`config.mk`:
```
export PLATFORM = sky130hd
export DESIGN_NAME = demux_stream
export DESIGN_NICKNAME = d
export VERILOG_FILES = /design/src/rtl/demux_stream.sv
export SDC_FILE = /design/constraint.sdc
export NUM_CORES = 1
export LEC_CHECK = 0
export BUFFER_PORTS_ARGS = -buffer_cell sky130_fd_sc_hd__buf_2
export CORE_ASPECT_RATIO = 1.1
export CORE_MARGIN = 2
export CORE_UTILIZATION = 30
export CTS_BUF_LIST = sky130_fd_sc_hd__clkbuf_8
export CTS_CLUSTER_SIZE = 25
export DETAILED_ROUTE_END_ITERATION = 10
export PLACE_DENSITY = 0.65
export SKIP_CTS_REPAIR_TIMING = 1
export SYNTH_ARGS = -nofsm -noshare
export SYNTH_HDL_FRONTEND = slang
export SYNTH_SLANG_ARGS = --single-unit
```
`constraint.sdc`:
```
create_clock -name clk -period 2 [get_ports clk]
set_clock_uncertainty 0.1 [all_clocks]
set_input_delay 0.1 -clock clk [delete_from_list [all_inputs] [get_ports clk]]
set_output_delay 0.1 -clock clk [all_outputs]
set_load 0.005 [all_outputs]
```
`src/rtl/demux_stream.sv`:
```
// Registered 1-to-N stream demultiplexer with broadcast and out-of-range drop accounting.
// Each channel owns a one-entry output register; a stalled channel never blocks the others.
module demux_stream #(
    parameter int unsigned N  = 8,
    parameter int unsigned DW = 8,
    parameter int unsigned CW = 8,
    localparam int unsigned SW = (N > 1) ? $clog2(N) : 1
) (
    input  logic            clk,
    input  logic            rst_n,
    input  logic            in_valid,
    output logic            in_ready,
    input  logic [DW-1:0]   in_data,
    input  logic [SW-1:0]   in_sel,
    input  logic            in_bcast,
    output logic [N-1:0]    out_valid,
    input  logic [N-1:0]    out_ready,
    output logic [N*DW-1:0] out_data,
    output logic            err,
    output logic [CW-1:0]   drop_cnt
);

    logic [N-1:0]          valid_q, valid_d;
    logic [N-1:0][DW-1:0]  data_q, data_d;
    logic                  err_q, err_d;
    logic [CW-1:0]         cnt_q, cnt_d;

    logic [N-1:0]          can_acc;
    logic [N-1:0]          sel_hit;
    logic [N-1:0]          load;
    logic                  sel_oor;
    logic                  xfer;
    logic                  drop;

    // Per-channel acceptance and one-hot decode of the destination; no sel_hit bit means out of range.
    always_comb begin
        can_acc = ~valid_q | out_ready;
        sel_hit = '0;
        for (int unsigned k = 0; k < N; k++) begin
            sel_hit[k] = (in_sel == SW'(k));
        end
        sel_oor = ~|sel_hit;
    end

    // Handshake: broadcast is all-or-nothing, out-of-range words are always sunk.
    always_comb begin
        if (in_bcast) begin
            in_ready = &can_acc;
        end else if (sel_oor) begin
            in_ready = 1'b1;
        end else begin
            in_ready = |(sel_hit & can_acc);
        end
    end

    // Next-state for channel registers and drop accounting.
    always_comb begin
        xfer   = in_valid & in_ready;
        load   = '0;
        if (xfer) begin
            load = in_bcast ? {N{1'b1}} : sel_hit;
        end
        drop   = xfer & ~in_bcast & sel_oor;
        valid_d = load | (valid_q & ~out_ready);
        data_d  = data_q;
        for (int unsigned k = 0; k < N; k++) begin
            if (load[k]) begin
                data_d[k] = in_data;
            end
        end
        err_d = drop;
        cnt_d = cnt_q;
        if (drop && (cnt_q != {CW{1'b1}})) begin
            cnt_d = cnt_q + CW'(1);
        end
    end

    // State registers; reset discards every held word immediately.
    always_ff @(posedge clk or negedge rst_n) begin
        if (!rst_n) begin
            valid_q <= '0;
            data_q  <= '0;
            err_q   <= 1'b0;
            cnt_q   <= '0;
        end else begin
            valid_q <= valid_d;
            data_q  <= data_d;
            err_q   <= err_d;
            cnt_q   <= cnt_d;
        end
    end

    assign out_valid = valid_q;
    assign out_data  = data_q;
    assign err       = err_q;
    assign drop_cnt  = cnt_q;

endmodule

```
# Word level (Yosys, flattened, before mapping)
# Cells that the tools add are included.
# classes
add_sub_neg,1
multipliers,0
n_div,0
order_cmp,0
n_eq_ne,8
shifts,0
n_mux,4
bitwise_logic,10
reduce_logical,6
# ops
cell,count
$and 8x8->8,2
$mux 8,2
$not 8->8,2
$or 8x8->8,2
$reduce_or 8->1,2
$eq 3x3->1 const B,4
$add 8x1->8 const B,1
$ne 8x8->1 const B,1
$reduce_and 8->1,1
$eq 3x2->1 const B,2
$and 1x1->1,3
$eq 3x1->1 const B,1
$logic_not 3->1,1
$mux 1,2
$logic_and 1x1->1,1
$logic_not 1->1,1
$not 1->1,1
# word_totals
reg_bits,81
latchBits,0
mem_bits_rw,0
mem_bits_ro,0
elab_cells,40
n_memories,0

# Longest topological paths before layout
# logic_depth
word_depth,10
depth_mapped,7
mapped_depth_nobuf,6

# Worst setup path before layout
# No wires, ideal clock.
# synth_path
kind,reg2reg
startpoint,"reg valid_q[6], in the netlist out_valid[6]"
endpoint,reg data_q (netlist bit out_data[56])
setup_ns,0.125
arrival_ns,1.879
required_ns,1.775
path_slack_ns,-0.103
stages_incl_launch_ff,6
n_path_buf,1
period_less_slack_ns,2.103
path_cell_list,dfrtp_1 > nor2b_1 > or4_1 > buf_4 > a21oi_4 > mux2_4
# synth_between
elab_chain_cells,8
word_cells_on_any_way,9
classes_between,mux: 3; bitwise: 4; reduce/logical: 2
# synth_lines
item,line,text
from (decl),23,"logic [N-1:0] valid_q, valid_d;"
from (signal assigned),86,valid_q <= valid_d;
$not 8->8 *,37,can_acc = ~valid_q | out_ready;
$or 8x8->8 *,37,
$and 8x8->8,52,in_ready = |(sel_hit & can_acc);
$reduce_or 8->1,52,
$mux 1,49,end else if (sel_oor) begin
$mux 1 *,47,if (in_bcast) begin
$and 1x1->1 *,58,xfer = in_valid & in_ready;
$mux 8 *,60,if (xfer) begin
to (signal assigned),87,data_q <= data_d;
to (decl),24,"logic [N-1:0][DW-1:0] data_q, data_d;"
# Every way passes the cells marked *; elsewhere a longest branch is shown, timed or not.
# A chain may end at the register's enable or synchronous reset.

# Worst setup path after layout
# layout_path
startpoint,"reg valid_q[0], in the netlist out_valid[0]"
endpoint,reg data_q (netlist bit out_data[13])
# The elaborated chain is that of the path after synthesis.

==> results.json <==
{
  "outcome": "finished, violations left",
  "violations": "hold timing, setup timing",
  "maxCapViolCount": 0,
  "die-area_um2": 11810,
  "synth_nets": 243,
  "clk_root_buffer_cell": "clkbuf_8",
  "worst_slack_ns": -0.1614,
  "grt_pass1_vias": 2329,
  "clk_latency_ns": 0.36,
  "synth_area_um2": 3287,
  "synth-seq-cells": 81,
  "min_period_over_period_pct": 108.1,
  "r2r_cells": 6,
  "dieWidth_um": 103.8,
  "power_density_nw_per_um2": 1093,
  "async_reset_ff_share_pct": 100.0,
  "grt-ovfl-total": 0,
  "crit_start": "out_valid[0]$_DFF_PN0_",
  "syn-instance-count": 220,
  "clock-sinks": 81,
  "fmax_ghz": 0.4627,
  "fin_crit_ns": 2.161,
  "grt.met2_usage_pct": 22.41,
  "globalplace.congestion": 0.8700,
  "grt_usage_pct": 14.71,
  "h-tree-depth": 3,
  "hpwl_mm": 6.044,
  "routedWlPerCell_um": 16.50,
  "slew_violations": 0,
  "dp.cells": 488,
  "setup_viol": 64,
  "final_nets": 391,
  "ant_nets": 0,
  "synth-seq-area-share_pct": 61.67,
  "insertedDiodeCount": 0,
  "syn_avg_cell_area_um2": 14.94,
  "rsz0062_at_grt": "true",
  "holdWs_ns": -0.01009,
  "drt-vias-per-instance": 4.452,
  "grt_max_degree": 46,
  "dr.pass1.iters": 4,
  "io_pins": 105,
  "total_power_mw": 5.026,
  "io_buffers": 104,
  "antenna_found_initial": 0,
  "coreArea_um2": 10810,
  "whs_path_depth": 2,
  "crit_required_ns": 2.14,
  "use_met3_pct": 4.457,
  "ir_worst_vdd_mv": 0.5182,
  "clkTransAtPathRegs_ns": 0.10,
  "yosysUniqueCellTypes": 29,
  "area_delta_synth_final_pct": 39.86,
  "cts_buffer_depth": 2,
  "hold_violations": 4,
  "cp-start-kind": "flip-flop",
  "instances_no_fill": 520,
  "drc": 0,
  "cp.arrival_ns": 2.30,
  "use_met1_pct": 19.79,
  "end_kind": "flip-flop",
  "synth-edff-count": 0,
  "cp_max_fo": 5,
  "regToRegStartpoint": "out_valid[0]$_DFF_PN0_",
  "ys_warn_count": 0,
  "critPathKind": "flip-flop to flip-flop",
  "drive_gt1_share_pct": 61.39,
  "hold_path_class": "primary input to flip-flop",
  "hp-start": "in_data[7]",
  "cts_tree": "done",
  "p_leak_nw": 2.246,
  "top_usage_layer": "met2",
  "fin_util_pct": 42.52,
  "numCtsBuffers": 9,
  "grt_pass1_wl_mm": 13.21,
  "drt-total-wl_mm": 8.581,
  "synthFlopType": "dfrtp_1",
  "chipHeight_um": 113.8,
  "drt_iter0_markers": 111,
  "vias": 2315,
  "initial_utilization_pct": 30.41,
  "row_count": 40
}
## path summary, 6_finish.rpt
| kind | end | slack [ns] |
|---|---|---|
| max | out_data[13]$_DFFE_PN0P_ | -0.16 |
| min | out_data[63]$_DFFE_PN0P_ | -0.01 |
| max reg2reg | out_data[13]$_DFFE_PN0P_ | -0.16 |
| min reg2reg | drop_cnt[0]$_DFFE_PN0P_ | 0.28 |
| max in group asynchronous | out_valid[7]$_DFF_PN0_ | 1.03 |
| min in group asynchronous | out_data[56]$_DFFE_PN0P_ | 0.15 |
## worst max-delay path, cell delays in order, from the launching register on
cell,delay (ns)
dfrtp_1,0.39
nand2b_1,0.09
nand2_1,0.09
or4_4,0.65
a21oi_4,0.24
buf_6,0.15
mux2_2,0.33
## flip-flops by register name, indices dropped and copies added, names as in the netlist
name / cells
drop_cnt: 8
err: 1
out_data: 64
out_valid: 8
## metal layers
metal,routed length (um),vias up
met4,237,0
met2,3924,81
li1,-,1071
met1,3970,1148
met3,448,15
met5,0,-
## where the power goes
| group | leakage (nW) | switching (mW) | total (mW) | internal (mW) |
|---|---|---|---|---|
| Combinational | 1.16 | 0.594 | 1.48 | 0.883 |
| Clock | 0.0994 | 0.609 | 1.19 | 0.577 |
| Sequential | 0.984 | 0.255 | 2.36 | 2.11 |
## cell usage after synthesis, types with 2 or more instances
cell type	n	area share, %
clkbuf_1	9	1.0
buf_4	2	0.46
nor3b_1	2	0.46
mux2_4	8	3.7
mux2_2	56	19
dfrtp_1	81	62
o21ai_0	9	1.4
a22oi_1	2	0.46
a21o_1	7	1.6
nand2b_1	4	0.76
and3_1	2	0.38
nor3_1	2	0.30
inv_1	7	0.80
nand2_1	7	0.80
a21oi_4	8	4.0
## kinds of logic (layout without fill, tap and decap cells)
| group | count (synthesis) | after routing | share of synthesized area [%] |
|---|---|---|---|
| AO/OA/AOI/OAI | 28 | 28 | 7.956 |
| buffers and inverters | 21 | 173 | 2.893 |
| flip-flops | 81 | 81 | 61.67 |
| multiplexers | 65 | 65 | 23.14 |
| other | 1 | 1 | 0.1141 |
| AND/OR/NAND/NOR | 24 | 25 | 4.226 |
## final cells by class
type / instances / area, um^2
clock inverter: 7 / 70.07
clock buffer: 9 / 123.9
multi-input combinational: 119 / 1180
inverter: 8 / 30.03
fill: 1067 / 6213
tap: 147 / 183.9
timing repair buffer: 149 / 982.2
sequential: 81 / 2027
## cells in the final DEF, fill, tap and decap left out, drive strengths merged
master and n:
a21o 7, a21oi 8, a22oi 2, a31o 1, and3 2, buf 136, bufinv 1, clkbuf 9
clkinv 4, clkinvlp 1, conb 1, dfrtp 81, dlygate4sd3 13, inv 9, mux2 64, mux2i 1
nand2 7, nand2b 4, nand3b 1, nand4 1, nor2 1, nor2b 1, nor3 2, nor3b 3
o21ai 9, o32a 1, or2 1, or4 2
## per-stage QoR
stage / setup WS, ns / cell area [um^2] / setup TNS (ns)
after CTS: -0.1627 / 4414 / -8.643
after floorplan: -0.08782 / 3298 / -2.095
final: -0.1614 / 4597 / -7.597
after global placement: -0.1196 / 4220 / -6.293
after detailed placement: -0.1467 / 4220 / -7.616
after global routing: -0.2271 / 4597 / -12.99
Note: power is estimated with default switching activity, not from simulation.
